===== src/rtl/id_stage_pipe_pkg.sv =====
// Shared encodings for the pipelined decode stage: PC source select,
// branch kinds and instruction field positions.
package id_pkg;

  localparam logic [1:0] PCSRC_SEQ = 2'b00;
  localparam logic [1:0] PCSRC_BR  = 2'b01;
  localparam logic [1:0] PCSRC_JMP = 2'b10;

  typedef enum logic [1:0] {
    BR_NONE = 2'b00,
    BR_BEQ  = 2'b01,
    BR_BNE  = 2'b10
  } br_e;

  // Register fields are 5 bits wide; imm16 overlaps func and rd.
  localparam int IMM_MSB = 25;
  localparam int IMM_LSB = 10;
  localparam int RD_LSB  = 10;
  localparam int RS_LSB  = 5;
  localparam int RT_LSB  = 0;
  localparam int JIDX_W  = 26;

endpackage


===== src/rtl/id_stage_pipe_regfile.sv =====
// NREG x XLEN register file, two combinational read ports, one write port.
// A read of the register being written this cycle returns the new value.
module regfile_sync #(
  parameter int XLEN = 32,
  parameter int NREG = 32,
  localparam int AW = $clog2(NREG)
) (
  input  logic            clk,
  input  logic            srst,
  input  logic            we,
  input  logic [AW-1:0]   wn,
  input  logic [XLEN-1:0] wd,
  input  logic [AW-1:0]   ra_a,
  input  logic [AW-1:0]   ra_b,
  output logic [XLEN-1:0] rdata_a,
  output logic [XLEN-1:0] rdata_b
);

  logic [XLEN-1:0] regs [NREG];

  always_ff @(posedge clk) begin
    if (srst) begin
      for (int i = 0; i < NREG; i++) regs[i] <= '0;
    end else if (we && wn != '0) begin
      regs[wn] <= wd;
    end
  end

  logic [AW-1:0]   ra   [2];
  logic [XLEN-1:0] rout [2];

  assign ra[0]   = ra_a;
  assign ra[1]   = ra_b;
  assign rdata_a = rout[0];
  assign rdata_b = rout[1];

  genvar gi;
  generate
    for (gi = 0; gi < 2; gi++) begin : g_rd
      assign rout[gi] = (ra[gi] == '0)            ? '0 :
                        (we && wn == ra[gi])      ? wd :
                                                    regs[ra[gi]];
    end
  endgenerate

endmodule


===== src/rtl/id_stage_pipe.sv =====
// Pipelined decode stage: field decode, register file, operand forwarding,
// load-use stall detection, branch/jump resolution and the ID/EX register.
module id_stage_pipe
  import id_pkg::*;
#(
  parameter int XLEN = 32,
  parameter int NREG = 32,
  parameter int ACW  = 3,
  parameter int FWD  = 1,
  localparam int AW = $clog2(NREG)
) (
  input  logic            clk,
  input  logic            clrn,
  input  logic [XLEN-1:0] pc4,
  input  logic [31:0]     inst,
  input  logic            if_valid,
  input  logic            cu_wreg,
  input  logic            cu_m2reg,
  input  logic            cu_wmem,
  input  logic [ACW-1:0]  cu_aluc,
  input  logic            cu_aluimm,
  input  logic            cu_shift,
  input  logic            cu_regrt,
  input  logic            cu_sext,
  input  logic [1:0]      cu_br,
  input  logic            cu_jmp,
  input  logic [XLEN-1:0] ex_alu,
  input  logic            mem_wreg,
  input  logic            mem_m2reg,
  input  logic [AW-1:0]   mem_rn,
  input  logic [XLEN-1:0] mem_data,
  input  logic            wb_wreg,
  input  logic [AW-1:0]   wb_rn,
  input  logic [XLEN-1:0] wb_data,
  output logic            stall,
  output logic            if_flush,
  output logic [1:0]      pcsource,
  output logic [XLEN-1:0] bpc,
  output logic [XLEN-1:0] jpc,
  output logic            e_valid,
  output logic            e_wreg,
  output logic            e_m2reg,
  output logic            e_wmem,
  output logic            e_aluimm,
  output logic            e_shift,
  output logic [ACW-1:0]  e_aluc,
  output logic [XLEN-1:0] e_a,
  output logic [XLEN-1:0] e_b,
  output logic [XLEN-1:0] e_imm,
  output logic [AW-1:0]   e_rn
);

  localparam bit FWD_ON = (FWD != 0);

  logic [AW-1:0]   rs, rt, rd, rn;
  logic [XLEN-1:0] imm, rf_a, rf_b;
  br_e             br;
  logic            is_branch;

  assign rs        = inst[RS_LSB +: AW];
  assign rt        = inst[RT_LSB +: AW];
  assign rd        = inst[RD_LSB +: AW];
  assign rn        = cu_regrt ? rt : rd;
  assign imm       = {{(XLEN-16){cu_sext & inst[IMM_MSB]}}, inst[IMM_MSB:IMM_LSB]};
  assign bpc       = pc4 + (imm << 2);
  assign jpc       = {pc4[XLEN-1:28], inst[JIDX_W-1:0], 2'b00};
  assign br        = br_e'(cu_br);
  assign is_branch = (br == BR_BEQ) || (br == BR_BNE);

  logic unused_op;
  assign unused_op = ^inst[31:26];

  regfile_sync #(.XLEN(XLEN), .NREG(NREG)) u_rf (
    .clk     (clk),
    .srst    (clrn),
    .we      (wb_wreg),
    .wn      (wb_rn),
    .wd      (wb_data),
    .ra_a    (rs),
    .ra_b    (rt),
    .rdata_a (rf_a),
    .rdata_b (rf_b)
  );

  logic [AW-1:0]   src  [2];
  logic [XLEN-1:0] rf_q [2];
  logic [XLEN-1:0] opnd [2];
  logic [1:0]      e_match, ex_fwd, mem_match, ld_hz, mem_ld_hz, raw_hz;

  assign src[0]  = rs;
  assign src[1]  = rt;
  assign rf_q[0] = rf_a;
  assign rf_q[1] = rf_b;

  // rs and rt resolve identically; r0 never matches a producer.
  genvar gi;
  generate
    for (gi = 0; gi < 2; gi++) begin : g_opnd
      assign e_match[gi]   = e_valid && (e_rn == src[gi]) && (src[gi] != '0);
      assign ex_fwd[gi]    = e_match[gi] && e_wreg && !e_m2reg;
      assign mem_match[gi] = mem_wreg && (mem_rn == src[gi]) && (src[gi] != '0);
      assign ld_hz[gi]     = e_match[gi] && e_m2reg;
      // Loaded data arrives too late in the cycle for the ID equality compare.
      assign mem_ld_hz[gi] = is_branch && mem_m2reg && (mem_rn == src[gi]) && (src[gi] != '0);
      assign raw_hz[gi]    = (e_match[gi] && e_wreg) || mem_match[gi];
      assign opnd[gi]      = (src[gi] == '0) ? '0 :
                             ex_fwd[gi]      ? ex_alu :
                             mem_match[gi]   ? mem_data :
                                               rf_q[gi];
    end
  endgenerate

  logic hazard, rsrtequ, taken;

  assign hazard   = (|ld_hz) || (|mem_ld_hz) || (!FWD_ON && (|raw_hz));
  assign stall    = if_valid && hazard;
  assign rsrtequ  = (opnd[0] == opnd[1]);
  assign taken    = if_valid && !hazard &&
                    (((br == BR_BEQ) && rsrtequ) || ((br == BR_BNE) && !rsrtequ) || cu_jmp);
  assign if_flush = taken;
  assign pcsource = !taken ? PCSRC_SEQ : (cu_jmp ? PCSRC_JMP : PCSRC_BR);

  always_ff @(posedge clk) begin
    if (clrn || stall || !if_valid) begin
      e_valid  <= 1'b0;
      e_wreg   <= 1'b0;
      e_m2reg  <= 1'b0;
      e_wmem   <= 1'b0;
      e_aluimm <= 1'b0;
      e_shift  <= 1'b0;
      e_aluc   <= '0;
      e_a      <= '0;
      e_b      <= '0;
      e_imm    <= '0;
      e_rn     <= '0;
    end else begin
      e_valid  <= 1'b1;
      e_wreg   <= cu_wreg && (rn != '0);
      e_m2reg  <= cu_m2reg;
      e_wmem   <= cu_wmem;
      e_aluimm <= cu_aluimm;
      e_shift  <= cu_shift;
      e_aluc   <= cu_aluc;
      e_a      <= opnd[0];
      e_b      <= opnd[1];
      e_imm    <= imm;
      e_rn     <= rn;
    end
  end

endmodule


===== config.mk =====
export PLATFORM = sky130hd
export DESIGN_NAME = id_stage_pipe
export DESIGN_NICKNAME = d
export VERILOG_FILES = /design/src/rtl/id_stage_pipe_pkg.sv /design/src/rtl/id_stage_pipe_regfile.sv /design/src/rtl/id_stage_pipe.sv
export SDC_FILE = /design/constraint.sdc
export NUM_CORES = 2
export LEC_CHECK = 0
export ABC_AREA = 1
export ABC_CLOCK_PERIOD_IN_PS = 3100
export CAP_MARGIN = 20
export CORE_MARGIN = 3
export CORE_UTILIZATION = 30
export DETAILED_ROUTE_END_ITERATION = 12
export HOLD_SLACK_MARGIN = 0.1
export PLACE_DENSITY = 0.51
export SYNTH_ARGS = -nofsm -noshare
export SYNTH_HDL_FRONTEND = slang
export SYNTH_HIERARCHICAL = 1
export SYNTH_SLANG_ARGS = --single-unit

===== constraint.sdc =====
create_clock -name clk -period 3.1 [get_ports clk]
set_clock_uncertainty 0.2 [all_clocks]
set_input_delay 0.465 -clock clk [delete_from_list [all_inputs] [get_ports clk]]
set_output_delay 0.465 -clock clk [all_outputs]
set_load 0.05 [all_outputs]

==> results.py <==
metrics = {
    "power": {
        "power_frac_comb_pct": 24.1,
        "switching_share_pct": 31.0,
        "intPower_uw": 31200,
        "clockPowerShare_pct": 36.8,
        "peakVddDrop_mv": 0.519,
        "leakagePower_uw": 0.0407,
        "seqPwrFrac_pct": 39.1,
        "p_switching_uw": 14000,
        "power.density_nw_per_um2": 488,
    },
    "timing": {
        "worst_slew_pin_slew_ns": 0.998,
        "final_period_minus_worst_setup_slack_ns": 4.29,
        "hold_viol_final": 0,
        "slew_violations": 0,
        "setup_violations": 19,
        "setup_slack_ns": -1.19,
        "slew_headroom_pct": 33.4,
        "rsz0062_at_grt": "true",
        "finalHoldWorstSlack_ns": 0.185,
        "max_freq_mhz": 233,
        "period_share_pct": 138,
    },
    "clock_tree": {
        "cts-buffers-inserted": 138,
        "cts_tree": "yes",
        "root_buffer": "clkbuf_16",
        "clockBufferDepth": 3,
        "clk_pin_slew_ns": 0.06,
        "cts_sinks": 1119,
        "clock_latency_ns": 0.82,
        "htree_levels": 4,
    },
    "placed_design": {
        "gp_congestion": 0.985,
        "numPortBuffers": 354,
        "placed_area_um2": 83200,
        "dp_hpwl_mm": 235,
        "dp_slack_ns": -1.73,
    },
    "cells_and_area": {
        "final_cell_mix": "1917 x nand2_1, 1433 x nor2_1, 1024 x edfxtp_1, 1001 x nand3_1, 867 x buf_4",
        "final_common_cell": "nand2_1",
        "fin_area_um2": 92800,
        "nets": 9992,
        "drive_above_1_share_pct": 22.6,
        "final.fill_count": 21550,
        "area_growth_pct": 39.3,
    },
    "outcome": {
        "violations": "negative setup slack",
        "status": "finished, violations left",
    },
    "drt": {
        "ant_nets": 0,
        "drt-total-wl_mm": 343,
        "viasPerCell": 5.38,
        "wl_per_cell_um": 26.7,
        "first_iter_violations": 9664,
        "num_vias": 69173,
        "drc": 0,
        "firstDrtPassIters": 8,
    },
    "floorplanning": {
        "die_h_um": 477,
        "core_um2": 220000,
        "die_w_um": 477,
        "ios": 367,
        "initial_core_util_pct": 30.2,
        "rows": 172,
        "die_area_um2": 228000,
    },
    "synthesis": {
        "synthCells": 8695,
        "ys_warn_count": 6,
        "synth_seq_cells": 1119,
        "synth.distinct_cells": 50,
        "avgSynthCellArea_um2": 7.66,
        "ys_seq_area_share_pct": 49.0,
        "syn_area_um2": 66600,
    },
    "setup_path": {
        "critPathMostFrequentCell": "nand2_2",
        "critPathLaunch": "inst[0]",
        "crit_fanout": 21,
        "critPathRequiredTime_ns": 2.43,
        "max_stage_delay_ns": 0.28,
        "path_buf_inv": 8,
        "cp-end-kind": "output pin",
        "critPathKind": "in2out",
        "critical_path.top_delay_family": "simple AND/OR/NAND/NOR gates",
        "cp.arrival_ns": 3.62,
        "cp_slowest_cell": "a21oi_1",
        "worstReg2RegStart": "e_rn[1]$_SDFF_PN0_",
        "cp-start-kind": "input pin",
    },
    "grt": {
        "grt_pass1_wl_mm": 474,
        "antenna_found_initial": 14,
        "overflow": 0,
        "grt_max_degree": 61,
        "grt_pass1_vias": 64862,
        "grt_usage_pct": 28.6,
    },
    "hold_path": {
        "hp-start": "inst[17]",
        "hold_path.class": "in2reg",
    },
    "flow_run": {
        "cap_viol_max_count": 0,
    },
}
worst min-delay path: stages:
cell	delay (ns)
clkbuf_2	0.09
buf_6	0.13
buf_4	0.11
buf_4	0.09
inv_1	0.04
nor2_1	0.09
buf_4	0.14
timing repair:
action | 4_1_cts | 5_1_grt
hold buffers | 26 | 0
setup endpoints to repair | 28 | 28
pin swaps | 160 | 213
endpoints found under the hold margin | 33 | 0
setup buffers | 123 | 81
gates cloned | 5 | 15
gates resized for setup | 470 | 411
cell type report:
class / instances / area (um2) / share of cell area [%]
flip-flops and latches: 1119 / 32700 / 35.2
multi-input cells: 6037 / 30300 / 32.7
well taps: 2958 / 3700 / 3.99
clock inverters: 76 / 766 / 0.825
inverters: 821 / 3190 / 3.44
diodes: 12 / 30.0 / 0.0324
repair buffers: 1652 / 18300 / 19.7
clock buffers: 170 / 3740 / 4.03
repair inverters: 2 / 18.8 / 0.0202
path summary, 6_finish.rpt:
path                                             to  slack (ns)  depth (start not counted)
worst min-delay path            e_imm[7]$_SDFF_PN0_        0.18                          7
worst max register to register   e_a[18]$_SDFF_PN0_        0.15                         22
worst min register to register      e_valid$_DFF_P_        1.01                          8
worst max-delay path                       if_flush       -1.19                         27
synth_stat cells (all sizes together):
cell type	n	share of area [%]
a211o	1	0.013
nand4	134	1.3
o2111ai	1	0.013
xor2	30	0.39
clkinv	5	0.028
o22ai	5	0.047
and3	1	0.0094
o211ai	193	2.2
o21bai	1	0.011
a21o	1	0.011
edfxtp	1024	46
nor3b	1	0.011
nor2	1482	8.4
nor3	12	0.23
ha	31	0.58
buf	413	3.7
nand2	2150	12
clkbuf	337	1.9
inv	816	4.6
o21ai	423	3.2
a21boi	3	0.034
and2	1	0.0094
nor4	1	0.0094
a221oi	2	0.026
dfxtp	95	2.9
a21oi	300	2.3
conb	2	0.011
or2	55	0.52
o31ai	3	0.034
nand3	1151	8.7
o221ai	1	0.013
xnor2	14	0.18
fa	1	0.030
a31oi	5	0.047
metal layers:
metal / vias up / GRT usage [%] / share of wire [%]
li1: 30596 / - / -
met1: 33487 / 37.4 / 39
met2: 4204 / 43.9 / 44
met3: 880 / 6.09 / 11
met4: 6 / 15.9 / 6.4
met5: - / 0 / 0.0093
state kept, by name, summed over array words and instances (netlist names), 3 cells and up:
name and count:
e_imm 17, e_rn 5, u_rf/regs 1024, e_aluc 3, e_b 32, e_a 32
power groups by stage:
stage / Combinational (uW) / Clock, uW / Sequential (uW)
floorplan: 4290 / 0 / 18100
finish: 10900 / 16700 / 17700
CTS: 10300 / 16800 / 17700
detailed placement: 9520 / 0 / 18000
global route: 11400 / 17400 / 17700
global placement: 9510 / 0 / 17900
cells by family (layout without fill, tap and decap cells):
kind of cell | after synthesis | count (layout) | synth area share, %
compound gates | 939 | 939 | 7.88
simple gates | 4988 | 4988 | 31.6
other cells | 2 | 46 | 0.0113
xor+xnor | 44 | 44 | 0.579
buf+inv | 1571 | 2721 | 10.3
fa+ha+maj | 32 | 32 | 0.613
flops | 1119 | 1119 | 49.0
metrics by stage:
stage / TNS [ns] / std cells / utilization [%] / total power, uW
final: -5.71 / 12847 / 42.1 / 45300
after global routing: -7.63 / 12844 / 42.1 / 46500
after CTS: -9.99 / 12801 / 41.2 / 44800
after detailed placement: -34.27 / 12409 / 37.8 / 27500
after global placement: -29.80 / 12409 / 37.8 / 27500
after floorplan: -0.823 / 8727 / - / 22400
No activity file was read; power rests on OpenSTA's default activity.
